==> src/rtl/fp_arb_pkg.sv <==
// Shared definitions for the floating-point adder arbiter.
//   FP_W        : operand/sum width (IEEE-754 single precision)
//   FP_ZERO     : value driven onto the adder inputs when nothing issues
//   DEF_ADD_LAT : default adder pipeline depth
//   MAX_ID_W    : widest requester ID (up to 8 requesters)
//   id_width()  : requester-ID width for a given requester count
//   tag_t       : one tag-pipe stage {valid, id}
package fp_arb_pkg;

    localparam int unsigned FP_W        = 32;
    localparam logic [FP_W-1:0] FP_ZERO = 32'h0000_0000;
    localparam int unsigned DEF_ADD_LAT = 3;
    localparam int unsigned MAX_ID_W    = 3;

    function automatic int unsigned id_width(input int unsigned n);
        return (n <= 1) ? 1 : $clog2(n);
    endfunction

    // Sized for the largest supported requester count; narrower
    // configurations leave the upper id bits at zero.
    typedef struct packed {
        logic                valid;
        logic [MAX_ID_W-1:0] id;
    } tag_t;

endpackage

==> src/rtl/rr_arbiter.sv <==
// N-way round-robin arbiter with its own priority pointer.
//   clk, rst    : clock and synchronous active-high reset
//   req         : per-requester request
//   grant       : one-hot grant (all zero while rst is high)
//   grant_id    : encoded index of the granted requester
//   grant_valid : a grant is being given this cycle
// Every grant is a transfer (grant only goes to an asserted request),
// so the pointer advances past the winner whenever grant_valid is high.
module rr_arbiter
    import fp_arb_pkg::*;
#(
    parameter int unsigned N = 4,
    localparam int unsigned ID_W = id_width(N)
) (
    input  logic            clk,
    input  logic            rst,
    input  logic [N-1:0]    req,
    output logic [N-1:0]    grant,
    output logic [ID_W-1:0] grant_id,
    output logic            grant_valid
);

    logic [ID_W-1:0] ptr_q, ptr_d;
    logic [ID_W:0]   idx;

    always_comb begin
        grant       = '0;
        grant_id    = '0;
        grant_valid = 1'b0;
        idx         = '0;
        // Search upward from ptr with wrap-around; first hit wins.
        for (int unsigned k = 0; k < N; k++) begin
            idx = {1'b0, ptr_q} + (ID_W + 1)'(k);
            if (idx >= (ID_W + 1)'(N)) begin
                idx = idx - (ID_W + 1)'(N);
            end
            if (!grant_valid && req[idx[ID_W-1:0]]) begin
                grant_valid              = 1'b1;
                grant[idx[ID_W-1:0]]     = 1'b1;
                grant_id                 = idx[ID_W-1:0];
            end
        end
        if (rst) begin
            grant       = '0;
            grant_valid = 1'b0;
        end

        ptr_d = ptr_q;
        if (grant_valid) begin
            ptr_d = (grant_id == ID_W'(N - 1)) ? '0 : grant_id + 1'b1;
        end
    end

    always_ff @(posedge clk) begin
        if (rst) begin
            ptr_q <= '0;
        end else begin
            ptr_q <= ptr_d;
        end
    end

endmodule

==> src/rtl/fp_add_arbiter.sv <==
// Shares one pipelined single-precision adder among N_REQ requesters.
//   clk, rst   : clock and synchronous active-high reset
//   req_valid  : per-requester operand-pair valid
//   req_a/b    : packed operands, requester i at [32i+31:32i]
//   req_ready  : one-hot grant, combinational from req_valid and pointer
//   add_a/b    : registered operands to the adder (zero when idle)
//   add_q      : adder sum, ADD_LAT edges after add_a/add_b
//   rsp_valid  : rsp_q holds a sum this cycle
//   rsp_id     : requester owning rsp_q
//   rsp_q      : sum, passed straight through from add_q
//   busy       : any operation in flight
module fp_add_arbiter
    import fp_arb_pkg::*;
#(
    parameter int unsigned N_REQ   = 4,
    parameter int unsigned ADD_LAT = DEF_ADD_LAT,
    localparam int unsigned ID_W   = id_width(N_REQ)
) (
    input  logic                  clk,
    input  logic                  rst,
    input  logic [N_REQ-1:0]      req_valid,
    input  logic [N_REQ*FP_W-1:0] req_a,
    input  logic [N_REQ*FP_W-1:0] req_b,
    output logic [N_REQ-1:0]      req_ready,
    output logic [FP_W-1:0]       add_a,
    output logic [FP_W-1:0]       add_b,
    input  logic [FP_W-1:0]       add_q,
    output logic                  rsp_valid,
    output logic [ID_W-1:0]       rsp_id,
    output logic [FP_W-1:0]       rsp_q,
    output logic                  busy
);

    logic [N_REQ-1:0] grant;
    logic [ID_W-1:0]  grant_id;
    logic             xfer;

    logic [FP_W-1:0] add_a_q, add_a_d;
    logic [FP_W-1:0] add_b_q, add_b_d;

    // Stage 0 is loaded on the issue edge together with add_a/add_b; the
    // remaining ADD_LAT stages track the adder pipeline, so the tail lines
    // up with add_q.
    tag_t tag_q [ADD_LAT+1];
    tag_t tag_d [ADD_LAT+1];

    rr_arbiter #(
        .N (N_REQ)
    ) u_rr (
        .clk         (clk),
        .rst         (rst),
        .req         (req_valid),
        .grant       (grant),
        .grant_id    (grant_id),
        .grant_valid (xfer)
    );

    assign req_ready = grant;

    always_comb begin
        add_a_d = FP_ZERO;
        add_b_d = FP_ZERO;
        for (int unsigned i = 0; i < N_REQ; i++) begin
            if (grant[i]) begin
                add_a_d = req_a[i*FP_W +: FP_W];
                add_b_d = req_b[i*FP_W +: FP_W];
            end
        end
    end

    always_comb begin
        // id is zeroed with valid so an idle stage is all-zero.
        tag_d[0].valid = xfer;
        tag_d[0].id    = xfer ? MAX_ID_W'(grant_id) : '0;
        for (int unsigned s = 1; s <= ADD_LAT; s++) begin
            tag_d[s] = tag_q[s-1];
        end
    end

    always_ff @(posedge clk) begin
        if (rst) begin
            add_a_q <= FP_ZERO;
            add_b_q <= FP_ZERO;
            for (int unsigned s = 0; s <= ADD_LAT; s++) begin
                tag_q[s] <= '0;
            end
        end else begin
            add_a_q <= add_a_d;
            add_b_q <= add_b_d;
            tag_q   <= tag_d;
        end
    end

    always_comb begin
        busy = 1'b0;
        for (int unsigned s = 0; s <= ADD_LAT; s++) begin
            busy = busy | (|tag_q[s]);
        end
    end

    assign add_a     = add_a_q;
    assign add_b     = add_b_q;
    assign rsp_valid = tag_q[ADD_LAT].valid;
    assign rsp_id    = tag_q[ADD_LAT].id[ID_W-1:0];
    assign rsp_q     = add_q;

endmodule

==> config.mk <==
export PLATFORM = sky130hd
export DESIGN_NAME = fp_add_arbiter
export DESIGN_NICKNAME = d
export VERILOG_FILES = /design/src/rtl/fp_arb_pkg.sv /design/src/rtl/rr_arbiter.sv /design/src/rtl/fp_add_arbiter.sv
export SDC_FILE = /design/constraint.sdc
export NUM_CORES = 1
export LEC_CHECK = 0
export CAP_MARGIN = 10
export CORE_AREA = 2 2 153 155
export CTS_CLUSTER_DIAMETER = 120
export DETAILED_ROUTE_END_ITERATION = 10
export DIE_AREA = 0 0 155 157
export PLACE_DENSITY_LB_ADDON = 0.08
export SLEW_MARGIN = 20
export SYNTH_ARGS = -nofsm -noshare
export SYNTH_HDL_FRONTEND = slang
export SYNTH_HIERARCHICAL = 1
export SYNTH_SLANG_ARGS = --single-unit
==> constraint.sdc <==
create_clock -name clk -period 6.9 [get_ports clk]
set_input_delay 1.035 -clock clk [delete_from_list [all_inputs] [get_ports clk]]
set_output_delay 1.035 -clock clk [all_outputs]
set_load 0.02 [all_outputs]
After elaboration in Yosys (flattened, before gate mapping)
Cells that the tools add are included.

storage, ports and cells
  output and inout port bits = 104
  word-level logic and storage cells = 98
  register bits after elaboration = 82
  bits of input ports = 294

cells by class
  bitwise gates (word level) = 7
  reductions and logical operators = 15
  $lt $le $gt $ge = 12
  $add $sub $neg = 8
  mux-type cells = 43
  eq/ne operators = 1

operator list
  cell                   count
  $mux W32               8
  $mux W4                5
  $mux W2                9
  $reduce_or A4 Y1       4
  $mux W1                13
  $lt A2 B3 Y1 const B   4
  $or A4 B4 Y4           3
  $ge A3 B3 Y1 const B   3
  $bmux W1 S2            4
  $demux W1 S2           4
  $ge A2 B1 Y1 const B   4
  $sub A2 B1 Y2 const B  4
  $logic_and A1 B1 Y1    7
  $add A2 B2 Y3 const B  2
  $add A2 B1 Y3 const B  1
  $ge A2 B3 Y1 const B   1
  $logic_not A1 Y1       3
  $or A1 B1 Y1           3
  $add A2 B1 Y2 const B  1
  $eq A2 B2 Y1 const B   1
  $reduce_or A2 Y1       1
  $not A1 Y1             1

Depth between registers and ports, before layout
  depth in word-level cells = 19
  mapped depth = 13

Modules after synthesis
The synthesis kept the hierarchy.

by module, submodules not included
  module          times used  area an instance (µm²)  cells each  sequential area each (µm²)
  fp_add_arbiter  1           3920.0                  434         1521.5
  rr_arbiter      1           679.4                   88          40.0

Least setup slack after synthesis
Ideal clock, no wire load.

  kind = register to output
  from = register u_rr.ptr_q[1]
  to = output port req_ready[1]
  required time = 5865 ps
  path slack = 3089 ps
  cell stages (with the launch flop) = 9
  data arrival time = 2776 ps
  buffers on the path = 2
  cell sequence = dfxtp_1 > clkbuf_1 > inv_1 > ha_1 > buf_1 > or3b_1 > a211oi_1 > nor3_1 > o32ai_1

on the way
  longest elaborated chain between the ends = 15
  elaborated cells on any way between the ends = 60

ends and longest elaborated chain
  element                                                 RTL line              text
  start, declared                                         rr_arbiter.sv:23      logic [ID_W-1:0] ptr_q, ptr_d;
  start signal, assigned                                  rr_arbiter.sv:58      ptr_q <= ptr_d;
  branches (longest 13 deep; another with $add A2 B1 Y3)  --
  $mux W4 *                                               rr_arbiter.sv:37      if (!grant_valid && req[idx[ID_W-1:0]]) begin
  $mux W4 *                                               rr_arbiter.sv:43      if (rst) begin
  end, declared                                           fp_add_arbiter.sv:24  output logic [N_REQ-1:0] req_ready,

Every way passes the cells marked *. The select of a mux whose other input is x is not followed.

Final worst setup path
  from = register u_rr.ptr_q[0]
  to = output port req_ready[1]

Same word-level chain as after synthesis.

==> results.txt <==
Worst Max-Slew Pin Slew = 1.15 ns
dpl cells = 1058
leading cell type in the layout, fill and taps excluded = clkdlybuf4s50_1
Synth Instances = 522
Pleak = 2.78 nW
top post-synthesis cells by area = dfxtp_1, a221oi_1, o32ai_1
Antenna diodes = 0
initial core utilization = 0.204
synthesized area = 4600 µm²
clock buffer depth = 2
# Max-Cap Violations = 0
initial antenna violation count = 0
Fin Setup TNS = 0 ns
Layout Utilization = 0.364
final critical-path required period = 5.37 ns
dominant synthesized flop cell = dfxtp_1
outcome = completed
PwrDens = 371 nW/µm²
Syn Area/Cell = 8.81 µm²
Die Ht = 157 µm
post-detailed-route DRC marker count = 0
gr usage total = 0.167
first-pass detailed-route iteration total = 4
WL/cell = 20.1 µm
Max Transition Viols Final = 0
area of the multi-input gates = 2510 µm²
xor and xnor area share after synthesis = 0
Simple-Gate Fraction of Synth Area = 0.206
Slew Limit Headroom = 0.227
Die W = 155 µm
Num CTS Buffers = 9
Max Clock Skew = 0.00858 ns
adder-cell share of the synthesized area = 0.0245
critical path data arrival time = 4.33 ns
synth warn = 6
Clock transition at path regs = 0.06 ns
worst skew pair latency = 0.34 ns
std cell rows = 55
IO buf count = 333
placer congestion estimate = 0.873
post-CTS sizing = 0
critical path class = reg2out
Die ar. = 24300 µm²
CP max FO = 44
register bit total from synthesis = 78
Tcrit/Tclk final = 0.778
Post-CTS Setup Inserts = 0
FF/Latch Area = 1560 µm²
RSZ-0062 raised after global routing = no
mux share of post-synthesis cell area = 0.0169
largest family of logic cells by synthesized area = compound AO/OA/AOI/OAI gates
type of origin of the critical path = register
HPWL after DPL = 15800 µm
Detailed Route Iter0 Violations = 250
compound-cell area share of the yosys netlist = 0.285
Post-CTS Hold Buffers = 0
commonest non-fill, non-tap cells in the layout = clkdlybuf4s50_1, dfxtp_1, nor2b_1
Hold Fails Final Rpt = 0
core box area = 22500 µm²
CTS root buf = clkbuf_16
area leader, netlist = dfxtp_1
distinct cell type count after synthesis = 41
top cell type's share of synthesized area = 0.339
via count = 5253
Final setup viols = 0
Tightest Hold Check Type = reg2reg
Worst IR Drop VDD = 0.000150 V
drt total wl = 21600 µm
IO Pins = 398
antenna-violating nets left = 0
Final #Nets = 1087
Area growth syn-to-layout = 77.9%
clk sinks = 78
fillers = 2276
Worst setup EP type = output port
largest net degree at the start of global routing = 70
asr flop ratio synth = 0
global-route wire length before repair = 31100 µm
Seq/Total Area, Yosys = 0.339
post-route insts no fill = 1074
Post-synth EDFFs = 0
layout cells sized above 1 = 0.0469
critical path required time = 5.86 ns
grt total ovfl = 0
vias per cell = 4.89
total power = 3.03 mW
TritonCTS clock tree = done
syn nets = 825
fmax = 186 MHz
vias in the first global route = 5281
H-tree depth = 3
-- worst max-delay path: stages, from the launching register on --
cell	delay, ns
dfxtp_1	0.78
inv_2	0.22
ha_1	0.48
or3b_1	0.41
a211oi_1	0.30
nor3_1	0.24
o32ai_4	0.33
buf_4	0.50
clkdlybuf4s50_1	0.72
-- sequential cells by signal, summed over array words and instances (netlist names) --
register	flops
tag_d	9
add_b	32
rsp_valid	1
rsp_id	2
add_a	32
u_rr/ptr_q	2
-- cells in the mapped netlist (2+ instances only) --
library cell,number
a21o_1,4
a221oi_1,68
a31oi_1,3
and2_1,2
buf_2,18
buf_4,32
buf_6,10
clkbuf_1,30
dfxtp_1,78
ha_1,9
inv_1,7
mux4_2,3
nand2_1,69
nand2b_1,8
nand3_1,2
nand3b_1,2
nor2_1,3
nor2b_1,78
nor3_1,3
nor4_1,5
o21ai_0,3
o31ai_1,2
o32ai_1,65
-- where the power goes --
part / internal, mW / switching, mW / total [mW]
clock network: 0.326 / 0.205 / 0.531
logic: 0.841 / 0.967 / 1.81
registers: 0.620 / 0.0738 / 0.694
total: 1.79 / 1.25 / 3.03
-- stage by stage --
stage	area, µm²	worst slack [ns]	hold WS, ns
3_3_place_gp	7860	1.66	0.454
5_1_grt	8180	1.29	0.482
2_1_floorplan	4600	3.09	0.438
6_report	8180	1.53	0.464
4_1_cts	8180	1.52	0.467
3_5_place_dp	7860	1.60	0.459
-- routing by layer --
| metal | global-route usage | wire (µm) | vias to the layer above |
|---|---|---|---|
| li1 | - | - | 2471 |
| met1 | 0.185 | 8280 | 2498 |
| met2 | 0.307 | 11100 | 237 |
| met3 | 0.0388 | 1580 | 47 |
| met4 | 0.0719 | 635 | 0 |
| met5 | 0 | 0 | - |
-- worst paths after layout --
kind                                                  from              endpoint  slack (ns)  cells past startpoint
worst max-delay path            u_rr/ptr_q[0]$_SDFFE_PP0P_          req_ready[1]        1.53                      8
worst min-delay path                   tag_d[9]$_SDFF_PP0_   tag_d[5]$_SDFF_PP0_        0.46                      1
worst max register to register  u_rr/ptr_q[0]$_SDFFE_PP0P_  add_a[23]$_SDFF_PP0_        1.83                     11
worst min register to register         tag_d[9]$_SDFF_PP0_   tag_d[5]$_SDFF_PP0_        0.46                      1
-- area by class of cell --
| type | instances | share of cell area |
|---|---|---|
| clock inverter | 6 | 0.0104 |
| inverter | 8 | 0.00367 |
| sequential | 78 | 0.191 |
| tap | 285 | 0.0436 |
| timing repair buffer | 342 | 0.415 |
| clock buffer | 10 | 0.0292 |
| multi-input combinational | 345 | 0.307 |
-- cells by family after synthesis --
group | after synthesis
buffers and inverters | 99
adders and majority gates | 9
and+or+nand+nor | 179
DFF | 78
muxes | 4
AOI/OAI and AO/OA | 153
No activity file was read; power rests on OpenSTA's default activity.
